### config.mk
export PLATFORM = sky130hd
export DESIGN_NAME = maze_room_renderer
export DESIGN_NICKNAME = d
export VERILOG_FILES = /design/src/rtl/maze_room_renderer.sv
export SDC_FILE = /design/constraint.sdc
export NUM_CORES = 1
export LEC_CHECK = 0
export ABC_CLOCK_PERIOD_IN_PS = 7600
export BUFFER_PORTS_ARGS = -buffer_cell sky130_fd_sc_hd__buf_2
export CORE_MARGIN = 3
export CORE_UTILIZATION = 60
export CTS_CLUSTER_SIZE = 25
export DETAILED_ROUTE_END_ITERATION = 16
export PLACE_DENSITY = 0.88
export SLEW_MARGIN = 20
export SYNTH_ARGS = -nofsm -noshare
export SYNTH_HDL_FRONTEND = slang
export SYNTH_SLANG_ARGS = --single-unit
### constraint.sdc
create_clock -name CLOCK_25 -period 7.6 [get_ports CLOCK_25]
set_input_delay 0.38 -clock CLOCK_25 [delete_from_list [all_inputs] [get_ports CLOCK_25]]
set_output_delay 0.38 -clock CLOCK_25 [all_outputs]
set_load 0.005 [all_outputs]
### src/rtl/maze_room_renderer.sv
`default_nettype none
// ============================================================================
// Module   : maze_room_renderer
// Brief    : VGA timing, writable room map, wall pixel and sprite collision for
//            the current room, with room changes committed at frame end.
// Revision : 1.0 - initial release
// ============================================================================
module maze_room_renderer #(
  parameter int         H_ACTIVE   = 640,
  parameter int         H_FP       = 16,
  parameter int         H_SYNC     = 96,
  parameter int         H_BP       = 48,
  parameter int         V_ACTIVE   = 480,
  parameter int         V_FP       = 10,
  parameter int         V_SYNC     = 2,
  parameter int         V_BP       = 33,
  parameter int         WALL       = 100,
  parameter int         SPRITE     = 16,
  parameter int         GRID_W     = 3,
  parameter int         GRID_H     = 3,
  parameter int         START_X    = 0,
  parameter int         START_Y    = 0,
  parameter logic [3:0] RESET_MASK = 4'hF
) (
  input  logic       CLOCK_25,
  input  logic       reset,
  input  logic       map_we,
  input  logic [5:0] map_addr,
  input  logic [3:0] map_data,
  input  logic [9:0] player_x,
  input  logic [9:0] player_y,
  input  logic       move_req,
  input  logic [1:0] move_dir,
  output logic       move_ack,
  output logic       move_ok,
  output logic [2:0] room_x,
  output logic [2:0] room_y,
  output logic       hsync,
  output logic       vsync,
  output logic       de,
  output logic [9:0] px_x,
  output logic [9:0] px_y,
  output logic       wall_px,
  output logic       collision,
  output logic       frame_start
);

  localparam int c_H_TOTAL = H_ACTIVE + H_FP + H_SYNC + H_BP;
  localparam int c_V_TOTAL = V_ACTIVE + V_FP + V_SYNC + V_BP;
  localparam int c_CELLS   = GRID_W * GRID_H;
  localparam int c_IW      = (c_CELLS > 1) ? $clog2(c_CELLS) : 1;

  localparam logic [10:0] c_H_LAST = 11'(c_H_TOTAL - 1);
  localparam logic [10:0] c_V_LAST = 11'(c_V_TOTAL - 1);
  localparam logic [10:0] c_HA     = 11'(H_ACTIVE);
  localparam logic [10:0] c_VA     = 11'(V_ACTIVE);
  localparam logic [10:0] c_HS_BEG = 11'(H_ACTIVE + H_FP);
  localparam logic [10:0] c_HS_END = 11'(H_ACTIVE + H_FP + H_SYNC);
  localparam logic [10:0] c_VS_BEG = 11'(V_ACTIVE + V_FP);
  localparam logic [10:0] c_VS_END = 11'(V_ACTIVE + V_FP + V_SYNC);
  localparam logic [10:0] c_WALL   = 11'(WALL);
  localparam logic [10:0] c_E_EDGE = 11'(H_ACTIVE - WALL);
  localparam logic [10:0] c_S_EDGE = 11'(V_ACTIVE - WALL);
  localparam logic [10:0] c_SPR_M1 = 11'(SPRITE - 1);
  localparam logic [2:0]  c_COL_LAST = 3'(GRID_W - 1);
  localparam logic [2:0]  c_ROW_LAST = 3'(GRID_H - 1);
  localparam logic [6:0]  c_CELLS_W  = 7'(c_CELLS);

  typedef enum logic [1:0] {
    S_IDLE  = 2'd0,
    S_CHECK = 2'd1,
    S_WAIT  = 2'd2
  } state_t;

  logic [10:0]     r_h;
  logic [10:0]     r_v;
  logic [3:0]      r_map [c_CELLS];
  logic [2:0]      r_room_x;
  logic [2:0]      r_room_y;
  logic [1:0]      r_dir;
  state_t          r_state;
  state_t          w_state_nxt;
  logic            r_move_ack;
  logic            r_move_ok;
  logic            r_hsync;
  logic            r_vsync;
  logic            r_de;
  logic [9:0]      r_px_x;
  logic [9:0]      r_px_y;
  logic            r_wall_px;
  logic            r_collision;
  logic            r_frame_start;

  logic            w_frame_end;
  logic            w_active;
  logic            w_in_n, w_in_s, w_in_w, w_in_e;
  logic            w_wall;
  logic [c_IW-1:0] w_room_idx;
  logic [3:0]      w_mask;
  logic [10:0]     w_pl_x0, w_pl_x1, w_pl_y0, w_pl_y1;
  logic            w_ov_w, w_ov_e, w_ov_mx, w_ov_n, w_ov_s, w_ov_my;
  logic            w_collide;
  logic            w_blocked;
  logic            w_dir_load;
  logic            w_commit;
  logic            w_ack_nxt;
  logic            w_ok_nxt;

  // Raster counters
  always_ff @(posedge CLOCK_25 or posedge reset) begin
    if (reset) begin
      r_h <= '0;
      r_v <= '0;
    end else if (r_h == c_H_LAST) begin
      r_h <= '0;
      r_v <= (r_v == c_V_LAST) ? '0 : r_v + 11'd1;
    end else begin
      r_h <= r_h + 11'd1;
    end
  end

  assign w_frame_end = (r_h == c_H_LAST) && (r_v == c_V_LAST);
  assign w_active    = (r_h < c_HA) && (r_v < c_VA);

  // Room map
  always_ff @(posedge CLOCK_25 or posedge reset) begin
    if (reset) begin
      for (int i = 0; i < c_CELLS; i++) begin
        r_map[i] <= RESET_MASK;
      end
    end else if (map_we && ({1'b0, map_addr} < c_CELLS_W)) begin
      r_map[map_addr[c_IW-1:0]] <= map_data;
    end
  end

  assign w_room_idx = c_IW'(r_room_y) * c_IW'(GRID_W) + c_IW'(r_room_x);
  assign w_mask     = r_map[w_room_idx];

  // Wall geometry for the current raster position; mask is {N,E,S,W}
  assign w_in_n = (r_v < c_WALL);
  assign w_in_s = (r_v >= c_S_EDGE);
  assign w_in_w = (r_h < c_WALL);
  assign w_in_e = (r_h >= c_E_EDGE);
  assign w_wall = w_active &&
                  (((w_in_n || w_in_s) && (w_in_w || w_in_e)) ||
                   (w_in_n && !w_mask[3]) || (w_in_e && !w_mask[2]) ||
                   (w_in_s && !w_mask[1]) || (w_in_w && !w_mask[0]));

  // Sprite rectangle against the wall bands, per axis: W/E/middle, N/S/middle
  assign w_pl_x0 = {1'b0, player_x};
  assign w_pl_y0 = {1'b0, player_y};
  assign w_pl_x1 = w_pl_x0 + c_SPR_M1;
  assign w_pl_y1 = w_pl_y0 + c_SPR_M1;

  assign w_ov_w  = (w_pl_x0 < c_WALL);
  assign w_ov_e  = (w_pl_x1 >= c_E_EDGE) && (w_pl_x0 < c_HA);
  assign w_ov_mx = (w_pl_x0 < c_E_EDGE) && (w_pl_x1 >= c_WALL);
  assign w_ov_n  = (w_pl_y0 < c_WALL);
  assign w_ov_s  = (w_pl_y1 >= c_S_EDGE) && (w_pl_y0 < c_VA);
  assign w_ov_my = (w_pl_y0 < c_S_EDGE) && (w_pl_y1 >= c_WALL);

  assign w_collide = ((w_ov_w || w_ov_e) && (w_ov_n || w_ov_s)) ||
                     (!w_mask[3] && w_ov_n && w_ov_mx) ||
                     (!w_mask[1] && w_ov_s && w_ov_mx) ||
                     (!w_mask[0] && w_ov_w && w_ov_my) ||
                     (!w_mask[2] && w_ov_e && w_ov_my);

  // Pixel pipeline
  always_ff @(posedge CLOCK_25 or posedge reset) begin
    if (reset) begin
      r_hsync       <= 1'b1;
      r_vsync       <= 1'b1;
      r_de          <= 1'b0;
      r_px_x        <= '0;
      r_px_y        <= '0;
      r_wall_px     <= 1'b0;
      r_collision   <= 1'b0;
      r_frame_start <= 1'b0;
    end else begin
      r_hsync       <= !((r_h >= c_HS_BEG) && (r_h < c_HS_END));
      r_vsync       <= !((r_v >= c_VS_BEG) && (r_v < c_VS_END));
      r_de          <= w_active;
      r_px_x        <= r_h[9:0];
      r_px_y        <= r_v[9:0];
      r_wall_px     <= w_wall;
      r_collision   <= w_collide;
      r_frame_start <= (r_h == 11'd0) && (r_v == 11'd0);
    end
  end

  always_comb begin
    w_blocked = 1'b0;
    case (r_dir)
      2'd0:    w_blocked = (r_room_y == 3'd0)       || !w_mask[3];
      2'd1:    w_blocked = (r_room_x == c_COL_LAST) || !w_mask[2];
      2'd2:    w_blocked = (r_room_y == c_ROW_LAST) || !w_mask[1];
      default: w_blocked = (r_room_x == 3'd0)       || !w_mask[0];
    endcase
  end

  // Move handshake
  always_ff @(posedge CLOCK_25 or posedge reset) begin
    if (reset) begin
      r_state <= S_IDLE;
    end else begin
      r_state <= w_state_nxt;
    end
  end

  always_comb begin
    w_state_nxt = r_state;
    w_dir_load  = 1'b0;
    w_commit    = 1'b0;
    w_ack_nxt   = 1'b0;
    w_ok_nxt    = 1'b0;
    case (r_state)
      S_IDLE: begin
        // The ack cycle itself still sees the old request held high
        if (move_req && !r_move_ack) begin
          w_dir_load  = 1'b1;
          w_state_nxt = S_CHECK;
        end
      end
      S_CHECK: begin
        if (w_blocked) begin
          w_ack_nxt   = 1'b1;
          w_state_nxt = S_IDLE;
        end else begin
          w_state_nxt = S_WAIT;
        end
      end
      S_WAIT: begin
        if (w_frame_end) begin
          w_commit    = 1'b1;
          w_ack_nxt   = 1'b1;
          w_ok_nxt    = 1'b1;
          w_state_nxt = S_IDLE;
        end
      end
      default: w_state_nxt = S_IDLE;
    endcase
  end

  always_ff @(posedge CLOCK_25 or posedge reset) begin
    if (reset) begin
      r_room_x   <= 3'(START_X);
      r_room_y   <= 3'(START_Y);
      r_dir      <= 2'd0;
      r_move_ack <= 1'b0;
      r_move_ok  <= 1'b0;
    end else begin
      r_move_ack <= w_ack_nxt;
      r_move_ok  <= w_ok_nxt;
      if (w_dir_load) begin
        r_dir <= move_dir;
      end
      if (w_commit) begin
        case (r_dir)
          2'd0:    r_room_y <= r_room_y - 3'd1;
          2'd1:    r_room_x <= r_room_x + 3'd1;
          2'd2:    r_room_y <= r_room_y + 3'd1;
          default: r_room_x <= r_room_x - 3'd1;
        endcase
      end
    end
  end

  assign move_ack    = r_move_ack;
  assign move_ok     = r_move_ok;
  assign room_x      = r_room_x;
  assign room_y      = r_room_y;
  assign hsync       = r_hsync;
  assign vsync       = r_vsync;
  assign de          = r_de;
  assign px_x        = r_px_x;
  assign px_y        = r_px_y;
  assign wall_px     = r_wall_px;
  assign collision   = r_collision;
  assign frame_start = r_frame_start;

endmodule
`default_nettype wire

==> results of run 1 <==
[layout make-up]
cell class / instances / area (um^2) / share of cell area (%)
Multi-Input combinational cell: 329 / 2470 / 43.6
Sequential cell: 96 / 2450 / 43.1
Clock inverter: 6 / 67.6 / 1.19
Timing Repair Buffer: 70 / 353 / 6.21
Clock buffer: 10 / 128 / 2.25
Inverter: 21 / 80.1 / 1.41
Tap cell: 102 / 128 / 2.25
[registers in the layout, summed over array words and instances, names as in the netlist]
signal       cells
room_x           3
px_y            10
r_v             11
r_state          2
room_y           3
move_ack         1
de               1
frame_start      1
hsync            1
move_ok          1
wall_px          1
r_h             11
vsync            1
r_dir            2
collision        1
px_x            10
r_map           36
[per-stage QoR]
stage / utilization (%) / std cells
final: 71.3 / 634
after global routing: 71.3 / 634
after CTS: 71.3 / 634
after detailed placement: 68.8 / 618
after global placement: 68.8 / 618
after floorplan: - / 463
[metal layers]
metal | share of wire (%) | GRT usage [%] | vias up
met2 | 50 | 39.3 | 139
met1 | 43 | 31.8 | 1905
met3 | 5.7 | 3.64 | 18
met5 | 0 | 0 | -
li1 | - | - | 1794
met4 | 1.7 | 8.20 | 0
[worst max-delay path, cell delays in order, from the launching register on]
cell	delay, ns
dfrtp_1	0.47
fa_1	0.50
ha_1	0.85
mux2i_1	0.21
mux4_2	0.47
or2_1	0.25
nand2_1	0.10
a22oi_1	0.09
and3_1	0.21
o221a_1	0.22
[power groups by stage]
stage | Sequential [mW] | Combinational, mW | Clock [mW]
2_1_floorplan | 0.573 | 0.0658 | 0
3_3_place_gp | 0.581 | 0.0911 | 0
3_5_place_dp | 0.581 | 0.0979 | 0
4_1_cts | 0.572 | 0.0981 | 0.336
5_1_grt | 0.575 | 0.108 | 0.357
6_report | 0.573 | 0.0972 | 0.333
[worst paths after layout]
check / endpoint / slack (ns)
min in group CLOCK_25: r_dir[1]$_DFFE_PP0P_ / 0.25
worst min register to register: px_x[1]$_DFF_PP0_ / 0.46
worst min-delay path: px_x[3]$_DFF_PP0_ / 0.05
worst max register to register: move_ack$_DFF_PP0_ / 4.12
max in group asynchronous: room_y[2]$_DFFE_PP0P_ / 6.40
worst max-delay path: move_ack$_DFF_PP0_ / 4.12
[cell families (layout without fill, tap and decap cells)]
family	count (synthesis)	in the layout
AOI/OAI and AO/OA	65	65
muxes	61	61
xor gates and xnor gates	23	23
buffers and inverters	38	107
adders and majority gates	18	18
DFF	96	96
and+or+nand+nor	162	162
[cell usage in the layout, fill, tap and decap left out, drive strengths merged, types with 4 or more instances in the layout]
cell type | netlist | final
and3 | 10 | 10
nor3b | 7 | 7
dfrtp | 58 | 58
xnor2 | 17 | 17
nor4 | 5 | 5
o21ai | 17 | 17
fa | 5 | 5
dfstp | 38 | 38
mux2i | 17 | 17
mux2 | 40 | 40
or2 | 4 | 4
nor2b | 4 | 4
nand4 | 11 | 11
a21oi | 12 | 12
buf | 4 | 70
nand3 | 18 | 18
nand2 | 34 | 34
clkbuf | 13 | 10
xor2 | 6 | 6
inv | 21 | 21
a31oi | 4 | 4
nand2b | 8 | 8
mux4 | 4 | 4
ha | 13 | 13
nor2 | 31 | 31
nor3 | 12 | 12
==> metrics.yaml, run 1 <==
status: "finished clean"
internal_power_mw: 0.755
hold_viol_final: 0
h-tree-depth: 3
synth_edf_count: 0
pwr-share-clk_pct: 33.2
design.core.area_um2: 7970
place_congestion: 0.881
cts_hold_buf: 0
fillCellCount: 561
ys_async_sr_fraction_pct: 100
synth.most_common_cell: "dfrtp_1"
worstPathRequired_ns: 7.85
wl_per_cell_um: 17.8
grt.overflow.total: 0
synth.area.mux_share_pct: 14.0
die_h_um: 98.1
wl_um: 11300
cts_setup_buffers: 0
start_kind: "register"
areaGrowthSynthToFinish_pct: 11.5
vdd_drop_max_mv: 0.118
max_freq_mhz: 287
synth_area_um2: 5090
hold_ws_ns: 0.0455
synth_top_family_by_area: "simple AND/OR/NAND/NOR gates"
switching_share_pct: 24.7
die_width_um: 98.1
first_global_vias: 3856
dp.final_hpwl_um: 8250
synth_seq_cells: 96
leakage_nw: 2.53
synthAdderAreaFrac_pct: 5.16
setup-violations-final: 0
synth_compound_area_share_pct: 8.43
yosysTopAreaCellShare_pct: 28.5
p_comb_share_pct: 9.7
clkTransAtPathRegs_ns: 0.10
track_usage_pct: 23.6
reg2reg_from: "room_x[1]$_DFFE_PP0P_"
io_buffers: 69
drt_iter0_markers: 248
rows: 32
yosysTopAreaCell: "dfrtp_1"
syn_inst: 463
tightestPinTransition_ns: 0.834
placed_area_um2: 5480
synth.distinct_cells: 66
synth_commonest_cells: "58 x dfrtp_1, 38 x dfstp_2, 35 x mux2_2"
ys.flop_type: "dfrtp_1"
slew_violations: 0
drt-vias-per-instance: 6.08
die_area_um2: 9630
cts.path.max_buffers: 2
cts_buffers: 9
synth_xor_xnor_area_share_pct: 4.10
grt_first_pass_wirelength_um: 18600
ys_seq_area_share_pct: 48.1
p_sw_mw: 0.248
clock_latency_ns: 0.35
preCtsSetupSlack_ns: 4.13
avgSynthCellArea_um2: 11.0
cts.sinks: 96
grt_max_degree: 65
period_share_pct: 45.8
cts_root_buffer: "clkbuf_8"
setup_ws_ns: 4.12
ys.warnings.count: 0
antenna_found_initial: 0
final_area_um2: 5680
rr_worst_depth: 9
synth_nets: 517
crit_type: "reg -> reg"
synthTopCellsByArea: "dfrtp_1 29%, dfstp_2 20%, mux2_2 7.7%"
cp-end-kind: "register"
period_needed_ns: 3.48
cts.repair.resized: 0
cts_tree: "done"
vias: 3856
fin_skew_ns: 0.00885
cp-startpoint: "room_x[1]$_DFFE_PP0P_"
ios: 70
drive_gt1_share_pct: 31.2
start_util_pct: 63.9
tns_ns: 0
max_slew_margin_pct: 44.4
nNetsFinal: 581
drtAntennaViolNets: 0
arrival_ns: 3.73
yosys.area_share.simple_pct: 16.9
n_antenna_cell: 0
cp_max_fo: 17
total_power_mw: 1.00
powerDensity_nw_per_um2: 177
drv_cap: 0
drt_pass1_iterations: 5
holdCritPathClass: "in -> async"
grt_setup_unrepaired: "no"
route.detailed.drc: 0
seq_power_share_pct: 57.1
No activity file was read; power rests on OpenSTA's default activity.
==> inputs of run 2 (changes only) <==
Settings changed: ABC_AREA from default to 1, ABC_CLOCK_PERIOD_IN_PS 7600 to 2900, CORE_UTILIZATION 60 to 52, PLACE_DENSITY 0.88 to 0.81.
Clock period 7.6 ns to 2.9 ns, I/O delays scaled along.
==> run 2 against run 1 <==
- critical path depth grew 6
- global-route usage fell by 2.1 points
- worst hold slack got worse by 0.028 ns
- worst setup slack got worse by 3.9 ns
- die area is 19% higher
- total power rose to 2.9 times the previous value
- core utilization decreased by 10 points
- sequential power grew to 2.7 times the previous value
- clock skew fell by 0.0011 ns
- maximum frequency rose by 29%
- critical path type unchanged
- largest cell class is now registers
- highest routed layer unchanged
==> metrics.yaml, run 2 <==
status: "finished clean"  # unchanged
start_util_pct: 53.8  # was 63.9%
place_congestion: 0.969  # was 0.881
period_share_pct: 92.9  # was 45.8%
synth_area_um2: 5290  # was 5090 um^2
largest_reg_flops: 36  # unchanged
top_register: "r_map"  # unchanged
max_slew_margin_pct: 42.1  # was 44.4%
stdcell_count: 894  # was 634
avgSynthCellArea_um2: 7.79  # was 11.0 um^2
cp_max_fo: 5  # was 17
rr_worst_depth: 15  # was 9
tns_ns: 0  # unchanged
crit_type: "reg -> reg"  # unchanged
hold_viol_final: 0  # unchanged
wl_per_cell_um: 13.2  # was 17.8 um
synth.distinct_cells: 42  # was 66
ys_seq_area_share_pct: 46.3  # was 48.1%
synth.most_common_cell: "nand2_1"  # was dfrtp_1
design.core.area_um2: 9820  # was 7970 um^2
track_usage_pct: 21.6  # was 23.6%
grt_setup_unrepaired: "no"  # unchanged
cts_tree: "done"  # unchanged
period_needed_ns: 2.69  # was 3.48 ns
cts_buffers: 9  # unchanged
areaGrowthSynthToFinish_pct: 13.6  # was 11.5%
n_antenna_cell: 0  # unchanged
clock_latency_ns: 0.36  # was 0.35 ns
grt_first_pass_wirelength_um: 20100  # was 18600 um
synth_seq_cells: 96  # unchanged
vdd_drop_max_mv: 0.295  # was 0.118 mV
route.detailed.drc: 0  # unchanged
arrival_ns: 2.99  # was 3.73 ns
reg2reg_from: "room_y[1]$_DFFE_PP0P_"  # was room_x[1]$_DFFE_PP0P_
start_kind: "register"  # unchanged
slew_violations: 0  # unchanged
reg_top3: "r_map: 36 flops, r_h: 11 flops, r_v: 11 flops"  # unchanged
synth_commonest_cells: "189 x nand2_1, 90 x inv_1, 69 x nand3_1"  # was 58 x dfrtp_1, 38 x dfstp_2, 35 x mux2_2
wl_um: 11800  # was 11300 um
cp-end-kind: "register"  # unchanged
mostFrequentLayoutCells: "189 x nand2_1, 89 x inv_1, 69 x nand3_1, 69 x buf_2, 61 x nor2_1"  # was 69 x buf_2, 58 x dfrtp_1, 38 x dfstp_2, 35 x mux2_2, 34 x nand2_1
synth_edf_count: 0  # unchanged
drtAntennaViolNets: 0  # unchanged
first_global_vias: 4501  # was 3856
dp.final_hpwl_um: 9070  # was 8250 um
antenna_found_initial: 0  # unchanged
die_area_um2: 11400  # was 9630 um^2
tightestPinTransition_ns: 0.868  # was 0.834 ns
synthTopCellsByArea: "dfrtp_1 27%, dfstp_2 19%, nand2_1 13%"  # was dfrtp_1 29%, dfstp_2 20%, mux2_2 7.7%
final_area_um2: 6010  # was 5680 um^2
ys_async_sr_fraction_pct: 100  # unchanged
drv_cap: 0  # unchanged
dp.cells: 878  # was 618
ys.warnings.count: 0  # unchanged
cp-startpoint: "room_y[1]$_DFFE_PP0P_"  # was room_x[1]$_DFFE_PP0P_
max_freq_mhz: 371  # was 287 MHz
holdCritPathClass: "in -> reg"  # was in -> async
rows: 36  # was 32
reg2reg_slack_ns: 0.21  # was 4.12 ns
drt-vias-per-instance: 5.34  # was 6.08
powerDensity_nw_per_um2: 479  # was 177 nW/um^2
cts.sinks: 96  # unchanged
io_buffers: 69  # unchanged
r2r-end: "r_state[1]$_DFFE_PP0P_"  # was move_ack$_DFF_PP0_
drive_gt1_share_pct: 19.3  # was 31.2%
h-tree-depth: 3  # unchanged
yosysTopAreaCellShare_pct: 27.5  # was 28.5%
die_width_um: 107  # was 98.1 um
hold_path_end: "r_dir[1]$_DFFE_PP0P_"
clkTransAtPathRegs_ns: 0.09  # was 0.10 ns
grt.overflow.total: 0  # unchanged
drt_pass1_iterations: 5  # unchanged
cts.path.max_buffers: 2  # unchanged
final_common_cell: "nand2_1"  # was buf_2
cts_root_buffer: "clkbuf_8"  # unchanged
synth_nets: 733  # was 517
cts_setup_buffers: 0  # unchanged
syn_inst: 679  # was 463
fin_skew_ns: 0.00775  # was 0.00885 ns
nNetsFinal: 811  # was 581
min_from: "move_dir[1]"
drt_iter0_markers: 242  # was 248
setup-violations-final: 0  # unchanged
worstPathRequired_ns: 3.20  # was 7.85 ns
grt_max_degree: 55  # was 65
placed_area_um2: 5800  # was 5480 um^2
vias: 4776  # was 3856
yosysTopAreaCell: "dfrtp_1"  # unchanged
ys.flop_type: "dfrtp_1"  # unchanged
die_h_um: 107  # was 98.1 um
ios: 70  # unchanged
hold_depth: 2
leakage_nw: 3.02  # was 2.53 nW
-- run 2: changes by cell type after synthesis, moves of 5 or more --
cell	before	now
nand3_1	18	69
o21ai_0	12	59
nor2_1	31	61
and3_1	10	1
nor3b_1	7	1
mux2_2	35	2
inv_1	21	90
clkbuf_1	13	5
mux2i_1	17	1
nand2b_1	8	0
nand2_1	34	189
a21oi_1	12	17
xnor2_1	16	2
mux2_1	5	0
-- run 2: worst max path at each step --
stage	end	slack, ns	cells after the start
6_report	r_state[1]$_DFFE_PP0P_	0.21	15
3_3_place_gp	move_ack$_DFF_PP0_	0.30	14
3_5_place_dp	r_state[1]$_DFFE_PP0P_	0.13	15
4_1_cts	r_state[1]$_DFFE_PP0P_	0.1	15
2_1_floorplan	r_state[1]$_DFFE_PP0P_	0.26	14
5_1_grt	move_ack$_DFF_PP0_	0.02	14
-- run 2: layout make-up --
class | count | area [um^2]
Multi-Input combinational cell | 479 | 2430
Tap cell | 133 | 166
Timing Repair Buffer | 77 | 408
Clock buffer | 9 | 124
Inverter | 94 | 357
Fill cell | 871 | 3810
Clock inverter | 6 | 68.8
Sequential cell | 96 | 2450
-- run 2: cells by family (layout without fill, tap and decap cells) --
family | Yosys count | after routing | share of synthesized area, %
flip-flops | 96 | 96 | 46.3
buffers and inverters | 104 | 186 | 7.67
AO/OA/AOI/OAI | 90 | 90 | 9.21
adder cells (fa/ha/maj) | 18 | 18 | 4.97
AND/OR/NAND/NOR | 356 | 356 | 29.2
XOR/XNOR | 12 | 12 | 1.99
multiplexers | 3 | 3 | 0.615
-- run 2: layer usage --
| metal | vias to the layer above | wire [um] | GRT usage, % | part of all wire [%] |
|---|---|---|---|---|
| li1 | 2350 | - | - | - |
| met1 | 2261 | 4870 | 25.8 | 41 |
| met2 | 146 | 6170 | 39.3 | 52 |
| met3 | 19 | 572 | 3.91 | 4.8 |
| met4 | 0 | 180 | 6.85 | 1.5 |
| met5 | - | 0 | 0 | 0 |
-- run 2: timing repair --
action | in CTS | in global routing
endpoints found under the hold margin | 15 | 0
endpoints found under the setup margin | 0 | 3
gates resized for setup | 0 | 2
hold buffers | 1 | 0
-- run 2: metrics by stage --
stage / utilization (%) / worst slack, ns / power, mW / hold slack (ns)
final: 61.2 / 0.205 / 2.88 / 0.0175
after global routing: 61.2 / 0.0157 / 3.03 / 0.0150
after CTS: 61.1 / 0.0997 / 2.89 / 0.00999
after detailed placement: 59.1 / 0.134 / 2.03 / 0.348
after global placement: 59.1 / 0.299 / 2.01 / 0.335
after floorplan: - / 0.257 / 1.88 / 0.295
-- run 2: where the power goes --
part | switching [mW] | internal [mW]
clock | 0.460 | 0.400
sequential | 0.0825 | 1.47
combinational | 0.291 | 0.180
-- run 2: worst max-delay path: stages (launching register included) --
cell,delay (ns)
dfrtp_1,0.46
fa_1,0.51
ha_1,0.14
inv_1,0.05
fa_2,0.35
nand2_1,0.11
nand2_1,0.06
nand2_1,0.06
nand2_1,0.12
inv_1,0.13
nand3_1,0.10
o21ai_1,0.20
nand3_1,0.12
nand2_1,0.09
nand3b_1,0.07
nand2_1,0.06
